[config.mk]
export PLATFORM = sky130hd
export DESIGN_NAME = pkt_load_ctrl
export DESIGN_NICKNAME = d
export VERILOG_FILES = /design/src/rtl/pkt_load_ctrl.sv
export SDC_FILE = /design/constraint.sdc
export NUM_CORES = 1
export LEC_CHECK = 0
export CORE_ASPECT_RATIO = 0.5
export CORE_MARGIN = 5
export CORE_UTILIZATION = 45
export DETAILED_ROUTE_END_ITERATION = 10
export PLACE_DENSITY = 0.7
export SYNTH_ARGS = -nofsm -noshare
export SYNTH_HDL_FRONTEND = slang
export SYNTH_SLANG_ARGS = --single-unit
[constraint.sdc]
create_clock -name clk -period 3.8 [get_ports clk]
set_input_delay 0.38 -clock clk [delete_from_list [all_inputs] [get_ports clk]]
set_output_delay 0.38 -clock clk [all_outputs]
set_load 0.03 [all_outputs]
[src/rtl/pkt_load_ctrl.sv]
// pkt_load_ctrl
// Assembles 3-byte pixel packets from a UART byte stream, writes each accepted
// pixel into the image RAM, and launches the CPU once a full image has arrived.
//
// State table
//   B0     | waiting for a header byte (rx_byte[7:5] == 3'b101)
//   B1     | header stored, waiting for second byte
//   B2     | two bytes stored, waiting for third byte
//   COMMIT | one cycle: write pixel / count error, decide next load or run
//   RUN    | CPU running; rx bytes ignored until cpu_done
//
// Packet layout {b0,b1,b2} = {hdr[2:0], loc[9:0], data[7:0], footer[2:0]}
//
// Build option: define PKT_FOOTER_CHECK_EN to reject packets whose footer
// parity does not match. Without it only the header and loc range gate
// acceptance; the port list is identical in both builds.
//
// Ports
//   clk            in   system clock, rising edge
//   rst_n          in   asynchronous active-low reset
//   rx_valid       in   one-cycle strobe, rx_byte valid
//   rx_byte[7:0]   in   received UART byte
//   ram_we         out  image RAM write strobe (COMMIT of a good packet)
//   ram_addr[9:0]  out  image RAM pixel address
//   ram_wdata[7:0] out  image RAM pixel data
//   cpu_start      out  one-cycle pulse, first cycle of RUN
//   cpu_done       in   CPU completion (level or pulse), honoured in RUN only
//   busy           out  high while in RUN
//   count_packets  out  accepted packets in the current load
//   err_count      out  rejected packets, saturating

module pkt_load_ctrl #(
    parameter int NUM_PIXELS = 785,
    parameter int TIMEOUT    = 1024
) (
    input  logic        clk,
    input  logic        rst_n,
    input  logic        rx_valid,
    input  logic [7:0]  rx_byte,
    output logic        ram_we,
    output logic [9:0]  ram_addr,
    output logic [7:0]  ram_wdata,
    output logic        cpu_start,
    input  logic        cpu_done,
    output logic        busy,
    output logic [31:0] count_packets,
    output logic [15:0] err_count
);

    localparam int          TW       = (TIMEOUT < 2) ? 1 : $clog2(TIMEOUT + 1);
    localparam logic [31:0] NP       = NUM_PIXELS;
    localparam logic [TW-1:0] TLOAD  = TW'(TIMEOUT - 1);

    typedef enum logic [2:0] {
        S_B0     = 3'd0,
        S_B1     = 3'd1,
        S_B2     = 3'd2,
        S_COMMIT = 3'd3,
        S_RUN    = 3'd4
    } state_t;

    state_t state;
    state_t next_state;

    // Only the packet fields that are actually consumed are kept.
    logic [4:0]    loc_hi;
    logic [7:0]    mid_q;
    logic [4:0]    data_lo;
    logic [TW-1:0] timer;
    logic          run_first;

    logic [9:0]    loc;
    logic [7:0]    data;
    logic          hdr_ok;
    logic          loc_ok;
    logic          pkt_ok;
    logic          in_body;
    logic          timed_out;
    logic          load_timer;
    logic          last_pixel;

    assign loc     = {loc_hi, mid_q[7:3]};
    assign data    = {mid_q[2:0], data_lo};
    assign hdr_ok  = (rx_byte[7:5] == 3'b101);
    assign loc_ok  = ({22'd0, loc} < NP);
    assign in_body = (state == S_B1) || (state == S_B2);

`ifdef PKT_FOOTER_CHECK_EN
    logic [2:0] foot_q;
    logic [2:0] foot_exp;

    assign foot_exp = {^data, ^loc, ^{data[7:4], loc[9:5]}};
    assign pkt_ok   = loc_ok && (foot_q == foot_exp);

    always_ff @(posedge clk or negedge rst_n) begin
        if (!rst_n) begin
            foot_q <= 3'd0;
        end else if (state == S_B2 && rx_valid) begin
            foot_q <= rx_byte[2:0];
        end
    end
`else
    assign pkt_ok = loc_ok;
`endif

    // Timer reaches zero on the TIMEOUT-th consecutive idle cycle in B1/B2.
    assign timed_out  = in_body && !rx_valid && (timer == '0);
    assign last_pixel = pkt_ok && ((count_packets + 32'd1) == NP);

    // ---------------------------------------------------------------
    // State register
    // ---------------------------------------------------------------
    always_ff @(posedge clk or negedge rst_n) begin
        if (!rst_n) begin
            state <= S_B0;
        end else begin
            state <= next_state;
        end
    end

    // ---------------------------------------------------------------
    // Next-state logic
    // ---------------------------------------------------------------
    always_comb begin
        next_state = state;
        case (state)
            S_B0: begin
                if (rx_valid && hdr_ok) begin
                    next_state = S_B1;
                end
            end
            S_B1: begin
                if (rx_valid) begin
                    next_state = S_B2;
                end else if (timed_out) begin
                    next_state = S_B0;
                end
            end
            S_B2: begin
                if (rx_valid) begin
                    next_state = S_COMMIT;
                end else if (timed_out) begin
                    next_state = S_B0;
                end
            end
            S_COMMIT: begin
                // A byte arriving during COMMIT is a fresh header candidate,
                // except when this packet completes the image.
                if (last_pixel) begin
                    next_state = S_RUN;
                end else if (rx_valid && hdr_ok) begin
                    next_state = S_B1;
                end else begin
                    next_state = S_B0;
                end
            end
            S_RUN: begin
                if (cpu_done) begin
                    next_state = S_B0;
                end
            end
            default: next_state = S_B0;
        endcase
    end

    // ---------------------------------------------------------------
    // Output logic
    // ---------------------------------------------------------------
    always_comb begin
        ram_we    = (state == S_COMMIT) && pkt_ok;
        ram_addr  = loc;
        ram_wdata = data;
        busy      = (state == S_RUN);
        cpu_start = (state == S_RUN) && run_first;
    end

    // ---------------------------------------------------------------
    // Datapath registers
    // ---------------------------------------------------------------
    assign load_timer = rx_valid && (((state == S_B0 || state == S_COMMIT) && next_state == S_B1)
                                     || state == S_B1);

    always_ff @(posedge clk or negedge rst_n) begin
        if (!rst_n) begin
            loc_hi  <= 5'd0;
            mid_q   <= 8'd0;
            data_lo <= 5'd0;
        end else begin
            if ((state == S_B0 || state == S_COMMIT) && next_state == S_B1) begin
                loc_hi <= rx_byte[4:0];
            end
            if (state == S_B1 && rx_valid) begin
                mid_q <= rx_byte;
            end
            if (state == S_B2 && rx_valid) begin
                data_lo <= rx_byte[7:3];
            end
        end
    end

    always_ff @(posedge clk or negedge rst_n) begin
        if (!rst_n) begin
            timer <= '0;
        end else if (load_timer) begin
            timer <= TLOAD;
        end else if (in_body && !rx_valid && timer != '0) begin
            timer <= timer - 1'b1;
        end else if (!in_body) begin
            timer <= '0;
        end
    end

    always_ff @(posedge clk or negedge rst_n) begin
        if (!rst_n) begin
            count_packets <= 32'd0;
        end else if (state == S_COMMIT && pkt_ok) begin
            count_packets <= count_packets + 32'd1;
        end else if (state == S_RUN && cpu_done) begin
            count_packets <= 32'd0;
        end
    end

    always_ff @(posedge clk or negedge rst_n) begin
        if (!rst_n) begin
            err_count <= 16'd0;
        end else if (((state == S_COMMIT) && !pkt_ok) || timed_out) begin
            if (err_count != 16'hFFFF) begin
                err_count <= err_count + 16'd1;
            end
        end
    end

    // Marks the first RUN cycle so cpu_start is a single pulse.
    always_ff @(posedge clk or negedge rst_n) begin
        if (!rst_n) begin
            run_first <= 1'b0;
        end else begin
            run_first <= (state == S_COMMIT) && (next_state == S_RUN);
        end
    end

endmodule

Word level (Yosys, flattened, before mapping) --
Cells that the tools add are included.
Word-level totals: bits in registers 81, word-level logic and storage cells 60
Operators by class: add/sub/neg operators 3, $lt $le $gt $ge 1, equality and inequality tests 10, multiplexer cells 13, reduce and logical (&&, ||, !) cells 25
Operators by type and width (count):
- $mux 32 | 2
- $mux 11 | 3
- $add 32x1->32 const B | 1
- $eq 32x10->1 const B | 1
- $mux 3 | 6
- $add 16x1->16 const B | 1
- $ne 16x16->1 const B | 1
- $pmux 3 s5 | 1
- $logic_and 1x1->1 | 14
- $logic_not 11->1 | 1
- $reduce_bool 11->1 | 1
- $sub 11x1->11 const B | 1
- $lt 10x10->1 const B | 1
- $eq 3x3->1 const B | 3
- $eq 3x1->1 const B | 2
- $eq 3x2->1 const B | 2
- $logic_or 1x1->1 | 4
- $logic_not 3->1 | 1
- $ne 3x1->1 const B | 1
- $logic_not 1->1 | 2
- $reduce_and 2->1 | 1
- $reduce_bool 2->1 | 1
- $mux 1 | 1

Logic depth before layout (Yosys ltp) --
word-level depth 12, depth in mapped cells 11

Least setup slack after synthesis --
OpenSTA, ideal clock, no wires.
path kind register -> register, from register count_packets[0], to register loc_hi[0], arrival time 2.844 ns, required time 3.675 ns, path slack 0.831 ns, stages on the path, launching flop included 10, buffers on the path 0, clock period less this slack 2.969 ns, cells stage by stage dfrtp_1 > ha_1 > nand2_1 > nor4_4 > and4_4 > mux2_1 > nand4_2 > nor3_4 > a21oi_2 > mux2_2
On the way: longest elaborated chain between the ends 7
Ends and longest elaborated chain:
- start: declaration | line 46 | output logic [31:0] count_packets,
- start signal: assignment | line 217 | count_packets <= count_packets + 32'd1;
- $add 32x1->32 | line 108 | assign last_pixel = pkt_ok && ((count_packets + 32'd1) == NP);
- $eq 32x10->1 | line 108
- $logic_and 1x1->1 | line 108
- $mux 3 | line 149 | if (last_pixel) begin
- $pmux 3 s5 | line 126 | case (state)
- $eq 3x1->1 | line 189 | if ((state == S_B0 || state == S_COMMIT) && next_state == S_B1) begin
- $logic_and 1x1->1 | line 189
- end signal: assignment | line 190 | loc_hi <= rx_byte[4:0];
- end: declaration | line 66 | logic [4:0] loc_hi;
Every way passes these cells. A chain may end at the register's enable or synchronous reset.

Worst setup path after layout --
from register count_packets[1], to register loc_hi[4]
The elaborated chain is that of the path after synthesis.

==> results by group <==
Global route
  – Vias in the first global route: 3,728
  – GR Util All Layers: 18.8%
  – Largest net degree at the start of global routing: 82
  – First-pass GRT wire length: 19.0 mm
  – Initial antenna violation count: 0
  – Grt total ovfl: 0

Clock tree
  – Clk_lat worst skew: 330 ps
  – Clock Tree Buf Depth: 2
  – Post-CTS setup buffer count: 0
  – Hold_buf cts: 0
  – Clk root buf: clkbuf_16
  – Htree depth: 3
  – CTS Buf Count: 9
  – Clock Pin Slew Worst Setup and Hold Paths: 60 ps
  – Number of gates resized after cts: 0
  – CTS tree: built
  – Number of clock sinks seen by CTS: 81

Logic synthesis
  – Synthesized net count: 502
  – Fraction of registers with async set/reset: 100%
  – Syn. warnings: 0
  – Synthesized flop and latch total: 81
  – Sequential cell area fraction in the yosys report: 44.7%
  – Syn_area_per_cell: 9.33 um2
  – Post-synth EDFFs: 0
  – Post-synth cell types: 55
  – Predominant post-synthesis flop cell: dfrtp_1
  – Synthesized area: 4540 um2
  – Post-Syn Instances: 486

Setup path
  – Element type at the critical path end: flip-flop
  – R2r startpoint: count_packets[1]
  – CP Data Required Time: 4020 ps
  – R2R Setup Slk: 630 ps
  – CP arrival: 3390 ps
  – Reg2reg end: loc_hi[4]
  – Worst-path fanout max: 10
  – Worst Setup Path Type: reg -> reg
  – R2R depth: 9
  – CP Launch Type: flip-flop

Cells and area
  – Commonest non-fill, non-tap cell in the layout: dfrtp_1
  – Non-filler cells, final: 699
  – Finished Core Util: 59.8%
  – Area Overhead vs Synth: 26.9%
  – Commonest cells after routing, fill and taps aside: dfrtp_1 (81), clkdlybuf4s50_1 (79), o21ai_0 (46), nand2_1 (41), nor2_1 (37)
  – # diodes: 0
  – Final nets: 576
  – Fill cells: 842
  – Layout cells sized above 1: 8.87%

Placement
  – Placer's final routability congestion estimate: 0.861
  – IO buf count: 80
  – Dpl hpwl: 7.86 mm
  – Placed cells: 684

Die
  – Die span in y: 81.0 um
  – Die area: 12,300 um2
  – Initial Utilization: 47.1%
  – Site Rows: 25
  – Placeable Area: 9630 um2
  – Ports: 81
  – Die W: 152 um

Timing
  – Unrepaired setup endpoints after global routing: false
  – Worst-margin pin slew: 1030 ps
  – Fin Hold WS: 219 ps
  – Min Clock Period, post-route: 3170 ps
  – Final hold violation count: 0
  – FMAX: 316 MHz
  – Rel. slew slack: 31.4%
  – Total Neg Setup Slack: 0 ps
  – Final Max Slew Viols: 0
  – Final setup fails: 0
  – Fin Clk Skew: 6.44 ps
  – Final Cycle Share: 83.4%

Routing
  – Drt first pass iters: 5
  – DRT antenna net count: 0
  – DRT iter0 DRCs: 292
  – DRC errors left: 0
  – Vias/cell: 5.68
  – Final wirelength: 11.4 mm
  – Via count: 3,969
  – Drt wl/cell: 16.3 um

Outcome
  – Status: finished clean

Run
  – Maxcap violations: 0

Pwr
  – Maximum VDD drop: 0.380 mV
  – Static Leak: 2.35 nW
  – Cell Pwr Density: 821 nW/um2

Min path
  – Worst Hold Class: in -> async
==> Yosys cell counts, drive strengths merged, types with 2 or more instances <==
library cell / instances / area [um2]
a21oi: 14 / 73.8
dfrtp: 81 / 2030
inv: 8 / 30.0
xor2: 15 / 131
a31oi: 6 / 37.5
ha: 4 / 50.1
and4: 8 / 72.6
nand2b: 6 / 37.5
o41ai: 3 / 26.3
a21o: 4 / 30.0
a22oi: 2 / 15.0
clkinv: 2 / 7.51
o21ai: 47 / 235
o211ai: 9 / 67.6
nand3: 27 / 135
or2: 2 / 12.5
nor3: 20 / 116
nor2: 37 / 139
xnor2: 27 / 236
nor2b: 2 / 12.5
and2: 8 / 50.1
o31ai: 9 / 67.6
o21a: 2 / 15.0
mux2: 20 / 225
nand2: 41 / 154
or3: 9 / 56.3
nand4: 16 / 121
buf: 6 / 27.5
nand4b: 2 / 17.5
and3: 18 / 113
clkbuf: 15 / 57.6
nor4: 5 / 46.3
==> through the flow <==
stage	area [um2]	setup WS [ps]	total power [mW]
global route	5760	402	5.02
finish	5760	631	4.73
CTS	5760	644	4.76
global placement	5450	766	3.81
floorplan	4540	831	2.99
detailed placement	5450	679	3.86
==> area by class of cell <==
class / count / area, um2 / area share, %
Multi-Input combinational cell: 374 / 2390 / 41.5
Timing Repair Buffer: 84 / 828 / 14.4
Clock inverter: 4 / 52.6 / 0.913
Tap cell: 135 / 169 / 2.93
Clock buffer: 11 / 253 / 4.39
Sequential cell: 81 / 2030 / 35.2
Inverter: 10 / 37.5 / 0.652
==> per-layer routing <==
layer  part of all wire, %  global-route usage, %
met5                     0                      0
met4                  0.90                   5.02
met3                   5.3                   4.79
met2                    46                   30.0
met1                    48                   26.0
==> state kept, by name, indices dropped and copies added, names as in the netlist <==
signal	flops
count_packets	32
data_lo	5
err_count	16
loc_hi	5
mid_q	8
run_first	1
state	3
timer	11
==> worst max path at each step <==
stage | from | end | slack [ps] | depth (start not counted)
detailed placement | count_packets[0] | loc_hi[2] | 680 | 9
CTS | count_packets[0] | loc_hi[4] | 640 | 9
floorplan | count_packets[0] | loc_hi[0] | 830 | 9
global route | count_packets[1] | timer[2] | 400 | 9
global placement | count_packets[0] | loc_hi[2] | 770 | 9
finish | count_packets[1] | loc_hi[4] | 630 | 9
==> kinds of logic after synthesis <==
logic type,share of synthesized area (%)
fa+ha+maj,1.10
flops,44.7
buf+inv,2.70
mux,5.19
xor+xnor,8.11
simple gates,24.4
compound gates,13.8
==> report_power, final <==
part / switching (mW) / total, mW / internal [mW] / leakage (nW)
registers: 0.473 / 1.65 / 1.18 / 1.05
logic: 1.24 / 2.19 / 0.953 / 1.15
clock network: 0.342 / 0.884 / 0.542 / 0.152
total: 2.05 / 4.73 / 2.68 / 2.35
==> worst max-delay path, stage by stage (launching register included) <==
cell	delay, ps
dfrtp_1	470
ha_1	280
nand2_1	180
nor4_4	560
and4_4	310
mux2_1	330
nand4_2	110
nor3_4	70
a21oi_2	350
mux2_2	380
No activity file was read; power rests on OpenSTA's default activity.
